File: config.mk
export PLATFORM = sky130hd
export DESIGN_NAME = uart_rx
export DESIGN_NICKNAME = d
export VERILOG_FILES = /design/src/rtl/uart_rx.sv
export SDC_FILE = /design/constraint.sdc
export NUM_CORES = 1
export LEC_CHECK = 0
export BUFFER_PORTS_ARGS = -buffer_cell sky130_fd_sc_hd__buf_2
export CORE_MARGIN = 2
export CORE_UTILIZATION = 58
export DETAILED_ROUTE_END_ITERATION = 12
export PLACE_DENSITY = 0.78
export SYNTH_ARGS = -nofsm -noshare
export SYNTH_HDL_FRONTEND = slang
export SYNTH_SLANG_ARGS = --single-unit
File: constraint.sdc
create_clock -name i_clk -period 2.5 [get_ports i_clk]
set_input_delay 0.5 -clock i_clk [delete_from_list [all_inputs] [get_ports i_clk]]
set_output_delay 0.5 -clock i_clk [all_outputs]
set_load 0.05 [all_outputs]
File: src/rtl/uart_rx.sv
// uart_rx: 8-N-1 UART receiver with 16x oversampling.
//
// The asynchronous serial input is synchronised through two flops. A tick
// generator divides i_clk down to 16 ticks per bit and is re-phased on every
// start edge. The FSM confirms the start bit at mid-bit, then samples the
// eight data bits (LSB first) and the stop bit at bit centres.
//
// Optional build macro: UART_RX_PARITY_EN
//   When defined, a PARITY state follows DATA and the frame becomes 8-E-1.
//   When undefined, o_parity_err is constantly 0.
//
// Parameters:
//   CLK_FREQ    system clock frequency in Hz
//   BAUD        line bit rate in bit/s
//   OVERSAMPLE  ticks per bit (only 16 is supported)
//
// Ports:
//   i_clk         system clock
//   i_reset       synchronous active-high reset
//   i_rxd         asynchronous serial input, idle high
//   o_data        last good received byte
//   o_valid       one-cycle pulse: o_data holds a new good byte
//   o_frame_err   one-cycle pulse: stop bit sampled low
//   o_parity_err  one-cycle pulse: even-parity mismatch (0 without the option)
//   o_busy        high whenever the receiver is not idle
module uart_rx #(
  parameter int unsigned CLK_FREQ   = 50000000,
  parameter int unsigned BAUD       = 9600,
  parameter int unsigned OVERSAMPLE = 16
) (
  input  logic       i_clk,
  input  logic       i_reset,
  input  logic       i_rxd,
  output logic [7:0] o_data,
  output logic       o_valid,
  output logic       o_frame_err,
  output logic       o_parity_err,
  output logic       o_busy
);

  localparam int unsigned DATA_W   = 8;
  localparam int unsigned IDX_W    = 3;
  localparam int unsigned SAMPLE_W = 4;
  localparam int unsigned DIV_RAW  = CLK_FREQ / (BAUD * OVERSAMPLE);
  localparam int unsigned DIV      = (DIV_RAW < 1) ? 1 : DIV_RAW;
  localparam int unsigned TICK_W   = (DIV > 1) ? $clog2(DIV) : 1;

  localparam logic [TICK_W-1:0]   TICK_LAST   = TICK_W'(DIV - 1);
  localparam logic [SAMPLE_W-1:0] SAMPLE_MID  = SAMPLE_W'(OVERSAMPLE / 2 - 1);
  localparam logic [SAMPLE_W-1:0] SAMPLE_LAST = SAMPLE_W'(OVERSAMPLE - 1);
  localparam logic [IDX_W-1:0]    IDX_LAST    = IDX_W'(DATA_W - 1);

  typedef enum logic [2:0] {
    IDLE   = 3'd0,
    START  = 3'd1,
    DATA   = 3'd2,
    STOP   = 3'd3
`ifdef UART_RX_PARITY_EN
    ,
    PARITY = 3'd4
`endif
  } state_t;

  state_t state, state_next;

  logic              rx_meta;
  logic              rxs;
  logic              rxs_prev;
  logic              fall;
  logic              tick;
  logic [TICK_W-1:0] tick_cnt;

  logic [SAMPLE_W-1:0] sample_cnt, sample_next;
  logic [IDX_W-1:0]    bit_idx, bit_next;
  logic [DATA_W-1:0]   shift, shift_next;
  logic [DATA_W-1:0]   data_next;
  logic                valid_next;
  logic                ferr_next;

`ifdef UART_RX_PARITY_EN
  logic parity_bit, parity_next;
  logic perr_next;
`endif

  // Two-flop synchroniser plus previous-sample register for edge detection
  always_ff @(posedge i_clk) begin
    if (i_reset) begin
      rx_meta  <= 1'b1;
      rxs      <= 1'b1;
      rxs_prev <= 1'b1;
    end else begin
      rx_meta  <= i_rxd;
      rxs      <= rx_meta;
      rxs_prev <= rxs;
    end
  end

  assign fall = rxs_prev & ~rxs;
  assign tick = (tick_cnt == TICK_LAST);

  // Tick divider; re-phased on the start edge so samples land at bit centres
  always_ff @(posedge i_clk) begin
    if (i_reset) begin
      tick_cnt <= '0;
    end else if ((state == IDLE) && fall) begin
      tick_cnt <= '0;
    end else if (tick) begin
      tick_cnt <= '0;
    end else begin
      tick_cnt <= tick_cnt + TICK_W'(1);
    end
  end

  // State register
  always_ff @(posedge i_clk) begin
    if (i_reset) begin
      state <= IDLE;
    end else begin
      state <= state_next;
    end
  end

  // Datapath and output registers
  always_ff @(posedge i_clk) begin
    if (i_reset) begin
      sample_cnt  <= '0;
      bit_idx     <= '0;
      shift       <= '0;
      o_data      <= '0;
      o_valid     <= 1'b0;
      o_frame_err <= 1'b0;
      o_busy      <= 1'b0;
`ifdef UART_RX_PARITY_EN
      parity_bit   <= 1'b0;
      o_parity_err <= 1'b0;
`endif
    end else begin
      sample_cnt  <= sample_next;
      bit_idx     <= bit_next;
      shift       <= shift_next;
      o_data      <= data_next;
      o_valid     <= valid_next;
      o_frame_err <= ferr_next;
      // Registered from next state so it tracks the state register exactly
      o_busy      <= (state_next != IDLE);
`ifdef UART_RX_PARITY_EN
      parity_bit   <= parity_next;
      o_parity_err <= perr_next;
`endif
    end
  end

`ifndef UART_RX_PARITY_EN
  assign o_parity_err = 1'b0;
`endif

  // Next-state, datapath and strobe decode
  always_comb begin
    state_next  = state;
    sample_next = sample_cnt;
    bit_next    = bit_idx;
    shift_next  = shift;
    data_next   = o_data;
    valid_next  = 1'b0;
    ferr_next   = 1'b0;
`ifdef UART_RX_PARITY_EN
    parity_next = parity_bit;
    perr_next   = 1'b0;
`endif

    unique case (state)
      IDLE: begin
        if (fall) begin
          sample_next = '0;
          state_next  = START;
        end
      end

      START: begin
        if (tick) begin
          if (sample_cnt == SAMPLE_MID) begin
            // Mid start bit: a high line here means the edge was a glitch
            if (!rxs) begin
              sample_next = '0;
              bit_next    = '0;
              state_next  = DATA;
            end else begin
              state_next = IDLE;
            end
          end else begin
            sample_next = sample_cnt + SAMPLE_W'(1);
          end
        end
      end

      DATA: begin
        if (tick) begin
          if (sample_cnt == SAMPLE_LAST) begin
            sample_next = '0;
            shift_next  = {rxs, shift[DATA_W-1:1]};
            if (bit_idx == IDX_LAST) begin
`ifdef UART_RX_PARITY_EN
              state_next = PARITY;
`else
              state_next = STOP;
`endif
            end else begin
              bit_next = bit_idx + IDX_W'(1);
            end
          end else begin
            sample_next = sample_cnt + SAMPLE_W'(1);
          end
        end
      end

`ifdef UART_RX_PARITY_EN
      PARITY: begin
        if (tick) begin
          if (sample_cnt == SAMPLE_LAST) begin
            sample_next = '0;
            parity_next = rxs;
            state_next  = STOP;
          end else begin
            sample_next = sample_cnt + SAMPLE_W'(1);
          end
        end
      end
`endif

      STOP: begin
        if (tick) begin
          if (sample_cnt == SAMPLE_LAST) begin
            // Leave at mid stop bit so a zero-gap next start edge is caught
            sample_next = '0;
            state_next  = IDLE;
            if (!rxs) begin
              ferr_next = 1'b1;
`ifdef UART_RX_PARITY_EN
            end else if (^{shift, parity_bit}) begin
              perr_next = 1'b1;
`endif
            end else begin
              data_next  = shift;
              valid_next = 1'b1;
            end
          end else begin
            sample_next = sample_cnt + SAMPLE_W'(1);
          end
        end
      end

      default: begin
        state_next = IDLE;
      end
    endcase
  end

endmodule
# == Word-level counts from Yosys, hierarchy flattened ==
# Index checks and enable logic that the tools add are counted.
# totals
elab_cells,74
latchBits,0
mem_bits_rw,0
register_bits,41
romBits,0
out_inout_bits,12
inputBits,3
mem_count,0
# op_classes
div_mod_pow,0
mul,0
n_bitwise,5
shifts,0
muxes,26
magnitude_cmp,0
n_eq_ne,16
reduce_logical,12
add_sub_neg,3
# op_table
operator,count
$mux 3,14
$mux 4,6
$ne 2x2->1 const B,7
$pmux 3 s4,1
$pmux 4 s3,1
$add 9x1->9 const B,1
$eq 9x9->1 const B,1
$reduce_and 7->1,1
$eq 3x2->1 const B,2
$pmux 3 s2,1
$reduce_bool 3->1,2
$reduce_and 5->1,1
$add 4x1->4 const B,1
$eq 4x3->1 const B,1
$eq 4x4->1 const B,1
$not 1->1,4
$reduce_and 4->1,1
$reduce_or 4->1,1
$add 3x1->3 const B,1
$eq 3x1->1 const B,1
$eq 3x3->1 const B,1
$logic_not 3->1,1
$ne 3x3->1 const B,1
$reduce_and 3->1,1
other kinds (8),9

# == Logic depth before layout (Yosys ltp) ==
# logic_depth
depth_word,6
ltp_mapped,7

# == Worst setup path after synthesis ==
# Ideal clock, no wire load.
# synth_timing
kind,register -> register
start,register tick_cnt[0]
end,register shift[0]
path_slack_ps,780
required_ps,2372
n_path_buf,1
setup_time_ps,128
path_stages_with_launch,8
arrival_time_ps,1593
path_cell_list,dfxtp_1 -> inv_1 -> ha_1 -> and4b_1 -> clkbuf_1 -> nand4_1 -> mux2i_1 -> nor2_1
# synth_between
elab_chain_len,2
# synth_lines
element,line_no,source
from (decl),71,logic [TICK_W-1:0] tick_cnt;
from (signal assigned),110,tick_cnt <= tick_cnt + TICK_W'(1);
$eq 9x9->1,99,assign tick = (tick_cnt == TICK_LAST);
$reduce_and 3->1 (no line),-,
to (signal assigned),140,shift <= shift_next;
to (decl),75,"logic [DATA_W-1:0] shift, shift_next;"
# No other way between the ends.
# A chain may end at the register's enable or synchronous reset.

# == Worst setup path in the final report ==
# layout_timing
start,register sample_cnt[0]
end,register o_busy
# layout_between
elab_chain_len,5
elab_cells_between_ends,10
# layout_lines
element,line_no,source
from (decl),73,"logic [SAMPLE_W-1:0] sample_cnt, sample_next;"
from (signal assigned),138,sample_cnt <= sample_next;
$eq 4x4->1 / $eq 4x3->1 (equally long branches),"198, 232, 181",
$mux 3 (on tied branches),"232, 181, 198",
$mux 3 (on tied branches),"231, 180, 197",
$pmux 3 s4 (*),171,unique case (state)
$reduce_bool 3->1 (*),145,o_busy <= (state_next != IDLE);
to (signal assigned),145,
to (decl),38,output logic o_busy
# Mark *: on every way between the ends. The rest lies on a longest branch, timed or not.

==> metrics <==
Area contributors post-synth=dfxtp_1, mux2i_1, nand3_1, nor2_1, ha_1; Worst-path clk slew=0.12 ns; critical-path maximum fanout=9; Ys Warns=0; final setup TNS=0 ns; Slew HR=0.624; fin cells=256; status=finished, final reports clean; Placed Instance Area=1910 um^2; Worst Path Required=2.77 ns; EDFF count, synth=0; area of the core=3050 um^2; Leakage=0.800 nW; DIE HEIGHT=60.4 um; Worst Tran Pin Value=0.562 ns; commonest register cell after synthesis=dfxtp_1; antenna cells=0; Hold-fix buffers, CTS=0; post-layout minimum cycle time=1.99 ns; register area=821 um^2; layout cell share with drive strength beyond 1=0.137; drt wl/cell=14.0 um; #FFs+latches synth=41; Mapped Avg Cell Area=9.15 um^2; post-synthesis simple-gate area fraction=0.255; Fin Hold WS=0.323 ns; post-CTS setup buffers=0; Initial Util=0.605; Fin. Hold Viols=0; initial antenna violation count=0; Filler Cell Count=263; Final period util=0.796; hpwl dp=2.57 mm; Critical Path AT=2.26 ns; GRT Residual Overflow=0; Synth top area share=0.444; Total Die Area=3650 um^2; vias per cell=5.93; post-synthesis mux area share=0.0542; # rows=20; main combinational cell family by area after synthesis=simple AND/OR/NAND/NOR gates; first-pass GRT wire length=6.24 mm; setup violators final=0; placed cell count=249; Final Wtd Congestion=0.910; Post-Syn Area=1850 um^2; largest net degree at the start of global routing=26; top cell type by total area after synthesis=dfxtp_1; final instance area=1990 um^2; Synth Area in Compound Gates=0.123; Worst Setup Path Type=flop to flop; final core occ=0.651; CTS H-tree depth=2; Final WS setup=0.510 ns; I/O pins=15; Tot Pwr=1.12 mW; DRT Pass-1 Iters=4; vias in the first global route=1422; Seq/Total Area, Yosys=0.444; XOR/XNOR share of the synthesized area=0.0379; RSZ-0062 raised after global routing=no; wirelength, routed=3.59 mm; Post-synth ARST share=0; Setup Skew=0.0172 ns; # resized after CTS=0; CTS Buffer Depth=2; Num CTS Buffers=5; global-route usage over all layers=0.227; Setup WS pre-CTS=0.574 ns; worst skew pair latency=0.35 ns; max-slew violations=0; footprint of the multi-input gates=940 um^2; via count=1517; Distinct cells, synth=48; post-route antenna net violation count=0; endpoint class of the critical path=flop; peak supply drop=0.000409 V; port bufs=13; fmax=503 MHz; CTS tree=done; Root Driver=clkbuf_4; pwr/cell area=563 nW/um^2; Adder-Cell Fraction of Synth Area=0.0339; DRC viols=0; CTS Sinks=41; drt initial violations=109; Layout Nets=220; max_cap viols=0; min-delay worst type=input pin to flop; Die X=60.4 um; critical path launch point type=flop; Area Growth Syn to Fin=7.52%; synthesized instance count=202
[cells by family (layout without fill, tap and decap cells)]
group	count (synthesis)	after routing
AND/OR/NAND/NOR	81	81
flip-flops	41	41
AO/OA/AOI/OAI	36	36
buffers and inverters	20	29
multiplexers	10	10
XOR/XNOR	8	8
adder cells (fa/ha/maj)	5	5
other	1	2
[routing by layer]
layer	wire length, um	track usage
met1	1590	0.287
met3	216	0.0661
met5	0	0
met4	44	0.0901
met2	1740	0.368
[power by group]
| part | leakage, nW | switching [mW] | internal [mW] | total, mW |
|---|---|---|---|---|
| combinational | 0.427 | 0.0283 | 0.0148 | 0.0431 |
| sequential | 0.332 | 0.0106 | 0.661 | 0.671 |
| clock | 0.0410 | 0.201 | 0.204 | 0.404 |
| total | 0.800 | 0.239 | 0.879 | 1.12 |
[synthesized netlist by cell type, drive strengths merged (3+ instances only)]
library cell  instances
xor2                  6
or2                   4
a21oi                11
inv                   9
ha                    5
nor2                 22
clkbuf                6
and3                  3
a31oi                 3
buf                   5
o21ai                 9
nor3                  3
nand2                 7
nor4                  4
nand3                19
mux2i                10
nand4                 6
dfxtp                41
[cells in the final DEF (no fill, tap or decap), types with 3 or more instances in the layout]
cell type | netlist | layout
a21oi_1 | 11 | 11
xor2_1 | 6 | 6
a31oi_1 | 3 | 3
dfxtp_1 | 41 | 41
o21ai_0 | 9 | 9
mux2i_1 | 10 | 10
nand3_1 | 19 | 19
ha_1 | 5 | 5
nor4_1 | 3 | 3
nand2_1 | 7 | 7
nor3_1 | 3 | 3
or2_2 | 4 | 4
buf_2 | 1 | 13
clkbuf_4 | 0 | 5
nand4_1 | 6 | 6
inv_1 | 9 | 9
nor2_1 | 22 | 22
[path summary, 6_finish.rpt]
check	startpoint	end	slack, ns	cells past startpoint
worst max-delay path	sample_cnt[0]	o_busy	0.51	5
worst min-delay path	i_rxd	rx_meta	0.32	2
worst max register to register	sample_cnt[0]	o_busy	0.51	5
worst min register to register	rx_meta	rxs	0.44	1
[state kept, by name, indices dropped and copies added (netlist names)]
name	cells
rxs	1
rx_meta	1
rxs_prev	1
sample_cnt	4
o_frame_err	1
bit_idx	3
o_busy	1
shift	8
tick_cnt	9
o_valid	1
o_data	8
state	3
[final cells by class]
class                   count  share of cell area
multi-input cells         142               0.473
flip-flops and latches     41               0.413
repair buffers             13              0.0327
well taps                  44              0.0277
clock buffers               5              0.0189
clock inverters             2              0.0176
inverters                   9              0.0170
[worst max-delay path: stages (launching register included)]
cell and delay, ns:
dfxtp_1 0.42, ha_1 0.34, nand3_1 0.20, nor4_4 0.57, nand4_1 0.19, a31oi_1 0.20
(Power assumes the default switching activity.)
